===== src/rtl/fetch_unit_if.sv =====
// rtl/fetch_unit_if.sv - instruction memory req/ack bus between fetch unit and imem
interface fetch_unit_if #(
    parameter int N = 32,
    parameter int M = 16
);
    logic         imem_req;
    logic [M-1:0] imem_addr;
    logic         imem_ack;
    logic [N-1:0] imem_rdata;

    modport master (
        output imem_req,
        output imem_addr,
        input  imem_ack,
        input  imem_rdata
    );

    modport slave (
        input  imem_req,
        input  imem_addr,
        output imem_ack,
        output imem_rdata
    );
endinterface


===== src/rtl/fetch_unit.sv =====
// rtl/fetch_unit.sv - PC owner, imem fetch handshake, jz/jg branch resolution, halt
module fetch_unit #(
    parameter int           N        = 32,
    parameter int           M        = 16,
    parameter logic [M-1:0] RESET_PC = '0
) (
    input  logic          clk,
    input  logic          rst_n,
    fetch_unit_if.master  imem,
    output logic [N-1:0]  instr,
    output logic          instr_valid,
    input  logic          stall,
    output logic [M-1:0]  pc_out,
    input  logic          is_jz,
    input  logic          is_jg,
    input  logic          is_halted,
    input  logic          br_resolve,
    input  logic          cond_zero,
    input  logic          cond_greater,
    input  logic [M-1:0]  br_target,
    output logic          halted
);

    typedef enum logic [2:0] {
        IDLE,
        REQ,
        ISSUE,
        BRANCH,
        HALT
    } state_t;

    localparam logic [M-1:0] PC_STEP = M'(1);

    state_t       state, state_nx;
    logic [M-1:0] pc, pc_nx, pc_inc;
    logic         req_q, req_nx;
    logic [M-1:0] addr_q, addr_nx;
    logic [N-1:0] instr_nx;
    logic         valid_nx;
    logic [M-1:0] pc_out_nx;
    logic         halted_nx;
    logic         jz_lat, jz_lat_nx;
    logic         jg_lat, jg_lat_nx;
    logic         taken;

    assign pc_inc = pc + PC_STEP;
    // Both latched types are evaluated so a combined jz|jg decode fires on either condition.
    assign taken  = (jz_lat & cond_zero) | (jg_lat & cond_greater);

    assign imem.imem_req  = req_q;
    assign imem.imem_addr = addr_q;

    always_ff @(posedge clk or negedge rst_n) begin
        if (!rst_n) begin
            state       <= IDLE;
            pc          <= RESET_PC;
            req_q       <= 1'b0;
            addr_q      <= RESET_PC;
            instr       <= '0;
            instr_valid <= 1'b0;
            pc_out      <= '0;
            halted      <= 1'b0;
            jz_lat      <= 1'b0;
            jg_lat      <= 1'b0;
        end else begin
            state       <= state_nx;
            pc          <= pc_nx;
            req_q       <= req_nx;
            addr_q      <= addr_nx;
            instr       <= instr_nx;
            instr_valid <= valid_nx;
            pc_out      <= pc_out_nx;
            halted      <= halted_nx;
            jz_lat      <= jz_lat_nx;
            jg_lat      <= jg_lat_nx;
        end
    end

    always_comb begin
        state_nx  = state;
        pc_nx     = pc;
        req_nx    = req_q;
        addr_nx   = addr_q;
        instr_nx  = instr;
        valid_nx  = instr_valid;
        pc_out_nx = pc_out;
        halted_nx = halted;
        jz_lat_nx = jz_lat;
        jg_lat_nx = jg_lat;

        case (state)
            IDLE: begin
                state_nx = REQ;
                req_nx   = 1'b1;
                addr_nx  = pc;
            end
            REQ: begin
                if (imem.imem_ack) begin
                    instr_nx  = imem.imem_rdata;
                    pc_out_nx = pc;
                    valid_nx  = 1'b1;
                    req_nx    = 1'b0;
                    state_nx  = ISSUE;
                end
            end
            ISSUE: begin
                if (!stall) begin
                    valid_nx = 1'b0;
                    if (is_halted) begin
                        halted_nx = 1'b1;
                        state_nx  = HALT;
                    end else if (is_jz || is_jg) begin
                        jz_lat_nx = is_jz;
                        jg_lat_nx = is_jg;
                        state_nx  = BRANCH;
                    end else begin
                        pc_nx    = pc_inc;
                        addr_nx  = pc_inc;
                        req_nx   = 1'b1;
                        state_nx = REQ;
                    end
                end
            end
            BRANCH: begin
                if (br_resolve) begin
                    pc_nx    = taken ? br_target : pc_inc;
                    addr_nx  = taken ? br_target : pc_inc;
                    req_nx   = 1'b1;
                    state_nx = REQ;
                end
            end
            HALT: begin
                req_nx   = 1'b0;
                valid_nx = 1'b0;
            end
            default: begin
                state_nx = IDLE;
                req_nx   = 1'b0;
                valid_nx = 1'b0;
            end
        endcase
    end

endmodule


===== src/flat_wrapper.sv =====
// flat-port wrapper written by rule: the top's interface ports become plain ports
module fetch_unit_flat 
#(
    parameter int           N        = 32,
    parameter int           M        = 16,
    parameter logic [M-1:0] RESET_PC = '0
)
  (clk, rst_n, instr, instr_valid, stall, pc_out, is_jz, is_jg, is_halted, br_resolve, cond_zero, cond_greater, br_target, halted, imem_imem_req, imem_imem_addr, imem_imem_ack, imem_imem_rdata);
  fetch_unit_if #(.N(N), .M(M)) imem_i ();
  input  logic clk;
  input  logic rst_n;
  output logic [N-1:0] instr;
  output logic instr_valid;
  input  logic stall;
  output logic [M-1:0] pc_out;
  input  logic is_jz;
  input  logic is_jg;
  input  logic is_halted;
  input  logic br_resolve;
  input  logic cond_zero;
  input  logic cond_greater;
  input  logic [M-1:0] br_target;
  output logic halted;
  output wire logic [$bits(imem_i.imem_req)-1:0] imem_imem_req;
  output wire logic [$bits(imem_i.imem_addr)-1:0] imem_imem_addr;
  input wire logic [$bits(imem_i.imem_ack)-1:0] imem_imem_ack;
  input wire logic [$bits(imem_i.imem_rdata)-1:0] imem_imem_rdata;
  assign imem_imem_req = imem_i.imem_req;
  assign imem_imem_addr = imem_i.imem_addr;
  assign imem_i.imem_ack = imem_imem_ack;
  assign imem_i.imem_rdata = imem_imem_rdata;
  fetch_unit #(.N(N), .M(M), .RESET_PC(RESET_PC)) u_core (.clk(clk), .rst_n(rst_n), .imem(imem_i), .instr(instr), .instr_valid(instr_valid), .stall(stall), .pc_out(pc_out), .is_jz(is_jz), .is_jg(is_jg), .is_halted(is_halted), .br_resolve(br_resolve), .cond_zero(cond_zero), .cond_greater(cond_greater), .br_target(br_target), .halted(halted));
endmodule

===== config.mk =====
export PLATFORM = sky130hd
export DESIGN_NAME = fetch_unit_flat
export DESIGN_NICKNAME = d
export VERILOG_FILES = /design/src/rtl/fetch_unit_if.sv /design/src/rtl/fetch_unit.sv /design/src/flat_wrapper.sv
export SDC_FILE = /design/constraint.sdc
export NUM_CORES = 1
export LEC_CHECK = 0
export BUFFER_PORTS_ARGS = -buffer_cell sky130_fd_sc_hd__buf_2
export CAP_MARGIN = 20
export CORE_ASPECT_RATIO = 0.7
export CORE_MARGIN = 3
export CORE_UTILIZATION = 45
export CTS_CLUSTER_DIAMETER = 60
export CTS_CLUSTER_SIZE = 10
export DETAILED_ROUTE_END_ITERATION = 8
export GPL_TIMING_DRIVEN = 1
export PLACE_DENSITY = 0.81
export RECOVER_POWER = 100
export SLEW_MARGIN = 30
export SYNTH_ARGS = -nofsm -noshare
export SYNTH_HDL_FRONTEND = slang
export SYNTH_SLANG_ARGS = --single-unit
export TNS_END_PERCENT = 30

===== constraint.sdc =====
create_clock -name clk -period 2.24 [get_ports clk]
set_clock_uncertainty 0.1 [all_clocks]
set_input_delay 0.224 -clock clk [delete_from_list [all_inputs] [get_ports clk]]
set_output_delay 0.224 -clock clk [all_outputs]
set_load 0.005 [all_outputs]

==> reports/summary.txt, run 1 <==
synth top area cells - dfrtp_1 (51%), mux2_2 (7.2%), mux2_1 (5.7%), o21ai_0 (3.4%), nor2_1 (3.2%)
WP data arrival - 2300 ps
core footprint - 9253 um2
fin crit share - 0.9559
RSZ-0062 raised after global routing - false
die width - 123.6 um
PwrDens - 1401 nW/um2
buffers plus inverters on the worst setup path - 0
Nets - 601
vias in the first global route - 3672
clock buffer count from CTS - 9
Slew headroom - 0.4093
post-synth top area share - 0.5052
Synth Warn # - 0
post-route minimum period - 2141 ps
top cells by count, synth - dfrtp_1 (88), nor2_1 (37), nand2_1 (32)
crit end category - flop
clk_lat worst skew - 330 ps
CTS root buffer - clkbuf_16
CTS HTree Levels - 3
Filler cells - 833
multi-input logic area - 1979 um2
wire length per cell after detailed routing - 17.38 um
area grow syn2layout - 25.95%
Register Area - 2202 um2
CTS max path bufs - 2
Max Fclk - 0.4670 GHz
Worst setup SP type - flop
most frequent cell after synthesis - dfrtp_1
status - finished clean
Tot GR Track Use - 0.2213
DRT antenna net count - 0
CP Class - reg -> reg
Die Ht - 88.35 um
HPWL after detailed placement - 8414 um
Slew Limit Fails - 0
gate count after technology mapping - 405
share of cells above drive strength 1 - 0.3035
Avg Inst Size Synth - 10.76 um2
Worst-Margin Slew - 886.0 ps
grt ovf - 0
synthesized area - 4359 um2
Worst path max stage delay - 480 ps
row count - 29
Worst Path Max Fanout - 6
number of distinct library cells after synthesis - 59
postcts setup bufs - 0
Syn Nets - 464
total negative slack - 0 ps
Initial Util - 0.4711
worst path cell trace - ha_2 > nand3_2 > nor4_4 > xnor2_1 > a211o_1 > a31oi_2
Ports - 125
minimum hold slack - 8.293 ps
drc violations - 0
IO buf count - 124
EDFF count, synth - 0
first-pass GRT wire length - 18570 um
Max rail drop VDD - 0.6815 mV
Hold Vio Cnt, Final - 0
clk sinks - 88
drt pass-1 iters - 5
Final setup viols - 0
antenna violations before repair - 0
Min-Delay Path Class - in -> reg
post-synthesis sequential area ratio - 0.5052
MaxCap Viol Count - 0
CTS tree - yes
die area - 10920 um2
final WL - 11660 um
Antenna diodes - 0
DR vias - 3787
Slowest cell on crit path - dfrtp_1
Via density - 5.644
Leakage - 2.383 nW
Critical Path RT - 2400 ps
Synth Flop Type - dfrtp_1
Clock transition at path regs - 60 ps
initial DRC count - 312
ys async rst share - 1.000
CP delay by family, top - simple AND/OR/NAND/NOR gates
largest net degree at the start of global routing - 39
FF+latch count, synth - 88
GPL Wtd Cong - 0.9254
area leader, netlist - dfrtp_1
-- metrics by stage --
stage | util | setup slack, ps | area [um2] | total power [mW] | cells
after floorplan | - | 314.8 | 4359 | 4.871 | 405
after global placement | 0.5623 | 229.5 | 5202 | 6.123 | 647
after detailed placement | 0.5623 | 122.5 | 5202 | 6.282 | 647
after CTS | 0.6030 | 92.98 | 5579 | 7.830 | 671
after global routing | 0.5934 | 11.87 | 5490 | 8.251 | 671
final | 0.5934 | 98.85 | 5490 | 7.690 | 671
-- worst paths after layout --
check / startpoint / to / slack, ps / cells past startpoint
worst max-delay path: u_core.pc[1] / u_core.imem.imem_addr[14] / 100 / 6
worst min-delay path: imem_imem_rdata[30] / u_core.instr[30] / 8 / 2
worst max register to register: u_core.pc[1] / u_core.imem.imem_addr[14] / 100 / 6
worst min register to register: u_core.halted / u_core.halted / 380 / 1
max in group asynchronous: rst_n / u_core.instr[18] / 480 / 3
min in group asynchronous: rst_n / u_core.instr_valid / 440 / 2
-- final cells by class --
class | count | area share
sequential | 88 | 0.4011
multi-input combinational | 279 | 0.3605
timing repair buffer | 155 | 0.1500
clock buffer | 9 | 0.04102
tap | 124 | 0.02826
clock inverter | 7 | 0.01299
inverter | 9 | 0.006153
-- layer usage --
metal,vias to the layer above,GRT usage,part of all wire
met3,23,0.06134,0.11
met2,216,0.3482,0.45
li1,1749,-,-
met5,-,0,0
met4,0,0.07136,0.015
met1,1799,0.2991,0.43
-- state kept, by name (all words and copies together) (netlist names) --
name / count
u_core.instr: 32
u_core.imem.imem_req: 1
u_core.state: 3
u_core.jz_lat: 1
u_core.imem.imem_addr: 16
u_core.pc_out: 16
u_core.instr_valid: 1
u_core.jg_lat: 1
u_core.halted: 1
u_core.pc: 16
-- timing repair --
| action | CTS | global route |
|---|---|---|
| hold buffers | 8 | 0 |
| gates resized for setup | 0 | 1 |
| endpoints found under the setup margin | 0 | 1 |
| endpoints found under the hold margin | 38 | 0 |
-- report_power, final --
group | leakage (nW) | internal, mW | switching, mW | total, mW
clock | 0.138 | 0.864 | 0.634 | 1.50
sequential | 1.05 | 2.34 | 0.584 | 2.92
combinational | 1.19 | 1.49 | 1.78 | 3.27
total | 2.38 | 4.69 | 3.00 | 7.69
-- kinds of logic after synthesis --
family	share of synthesized area
and+or+nand+nor	0.1389
adders and majority gates	0.002870
muxes	0.1338
DFF	0.5052
buffers and inverters	0.04133
AOI/OAI and AO/OA	0.1639
xor gates and xnor gates	0.01406
-- placed cells by master (no fill, tap or decap), types with 16 or more instances in the layout --
cell and instances:
buf_2 80, o21ai_0 31, dfrtp_1 88, buf_4 16
nand2_1 32, clkbuf_1 45, mux2_1 22, mux2_2 28
nor2_1 37, a21oi_1 24
(Power assumes the default switching activity.)
==> inputs of run 2 (changes only) <==
--- a/config.mk
+++ b/config.mk
@@ -14,6 +14,7 @@
 export CTS_CLUSTER_SIZE = 10
 export DETAILED_ROUTE_END_ITERATION = 8
 export GPL_TIMING_DRIVEN = 1
+export HOLD_SLACK_MARGIN = 0.08
 export PLACE_DENSITY = 0.81
 export RECOVER_POWER = 100
 export SLEW_MARGIN = 30
==> run 2 against run 1 <==
  * Worst setup slack gained 0.88 ps
  * Cell count grew 3.9%
  * Final area grew 4.6%
  * Sequential power barely moved
  * Hold slack improved by 98 ps
  * Power up 0.40%
  * Routed wire length is 2.7% higher
  * Via count up 2.2%
  * Die area stayed put
  * Sequential share of layout area fell by 1.8 points
  * First-iteration DRC count is 1.3% higher
  * Critical endpoint unchanged
==> reports/summary.txt, run 2 (same netlist as run 1, synthesis figures left out) <==
status - finished clean
IO buf count - 124
Largest register FFs - 32
Leakage - 2.477 nW
Worst Hold Launch - is_halted
crit end category - flop
Worst path max stage delay - 480 ps
Setup WS pre-CTS - 122.5 ps
DRT antenna net count - 0
area grow syn2layout - 31.77%
first-pass GRT wire length - 19200 um
Min-Delay Path Class - in -> reg
hold endpoint - u_core.halted
worst path cell trace - ha_2 > nand3_2 > nor4_4 > xnor2_1 > a211o_1 > a31oi_2
CTS HTree Levels - 3
CP Class - reg -> reg
Slowest cell on crit path - dfrtp_1
clock buffer count from CTS - 9
Hold Vio Cnt, Final - 0
PwrDens - 1344 nW/um2
DR vias - 3870
largest net degree at the start of global routing - 39
MaxCap Viol Count - 0
Final setup viols - 0
GPL Wtd Cong - 0.9254
Worst Path Max Fanout - 6
row count - 29
Nets - 627
RR Endpoint - u_core.imem.imem_addr[14]
Slew headroom - 0.4069
Cells on Worst Hold Path - 2
Initial Util - 0.4711
WP data arrival - 2300 ps
HPWL after detailed placement - 8414 um
most common cell after layout, fill and taps aside - dfrtp_1
buffers plus inverters on the worst setup path - 0
wire length per cell after detailed routing - 17.19 um
antenna violations before repair - 0
drt pass-1 iters - 6
Max rail drop VDD - 0.6498 mV
Via density - 5.552
Pwr Total - 7.721 mW
clk_lat worst skew - 340 ps
grt ovf - 0
Finished Core Util - 0.6208
CTS max path bufs - 2
Tot GR Track Use - 0.2289
total negative slack - 0 ps
Non-Filler Instances - 697
die area - 10920 um2
post-route minimum period - 2140 ps
core footprint - 9253 um2
fin crit share - 0.9555
Die Ht - 88.35 um
most frequent cells in the layout - dfrtp_1 (88), buf_2 (75), clkbuf_1 (50)
Top reg by flops - u_core.instr
Slew Limit Fails - 0
CTS tree - yes
drc violations - 0
Placed Instances - 647
Worst setup SP type - flop
clk sinks - 88
postcts setup bufs - 0
Clock transition at path regs - 60 ps
Max Fclk - 0.4672 GHz
final WL - 11980 um
Antenna diodes - 0
Filler cells - 799
post-route setup slack - 99.73 ps
worst reg-to-reg path cell count - 6
share of cells above drive strength 1 - 0.2810
vias in the first global route - 3825
CTS root buffer - clkbuf_16
Worst-Margin Slew - 889.7 ps
Worst R2R Setup Slack - 100 ps
Critical Path RT - 2400 ps
die width - 123.6 um
Ports - 125
CP delay by family, top - simple AND/OR/NAND/NOR gates
RSZ-0062 raised after global routing - false
worst r2r src - u_core.pc[1]
initial DRC count - 316
==> run 2: power breakdown <==
group / switching (mW) / total [mW] / internal (mW)
logic: 1.79 / 3.30 / 1.51
clock network: 0.628 / 1.49 / 0.864
registers: 0.593 / 2.93 / 2.34
==> run 2: what timing repair did <==
action	in CTS	in global routing
endpoints found under the hold margin	64	0
hold buffers	34	0
gates resized for setup	0	1
endpoints found under the setup margin	0	1
==> run 2: worst max path at each step <==
stage | start | endpoint | slack, ps | cells past startpoint
after CTS | u_core.pc[1] | u_core.imem.imem_addr[14] | 90 | 6
after global placement | u_core.pc[1] | u_core.imem.imem_addr[12] | 230 | 6
after global routing | u_core.state[1] | u_core.imem.imem_addr[10] | 10 | 7
after floorplan | u_core.pc[1] | u_core.imem.imem_addr[12] | 310 | 6
final | u_core.pc[1] | u_core.imem.imem_addr[14] | 100 | 6
after detailed placement | u_core.pc[1] | u_core.imem.imem_addr[14] | 120 | 6
==> run 2: per-layer routing <==
metal	GRT usage	routed length [um]	part of all wire
met1	0.3024	5039	0.42
met2	0.3708	5549	0.46
met3	0.06198	1236	0.10
met4	0.07136	156	0.013
met5	0	0	0
==> run 2: final cells by class <==
| class | count | area (um2) | area share |
|---|---|---|---|
| sequential | 88 | 2202 | 0.3834 |
| multi-input combinational | 279 | 1979 | 0.3446 |
| timing repair buffer | 181 | 1077 | 0.1875 |
| clock buffer | 9 | 225.2 | 0.03921 |
| tap | 124 | 155.1 | 0.02701 |
| clock inverter | 7 | 71.32 | 0.01242 |
| inverter | 9 | 33.78 | 0.005881 |
==> run 2: metrics by stage <==
step,hold slack (ps),instance area (um2)
final,106.1,5744
after CTS,90.07,5839
after detailed placement,107.9,5202
after global routing,90.51,5744
after floorplan,-171.6,4359
after global placement,106.0,5202
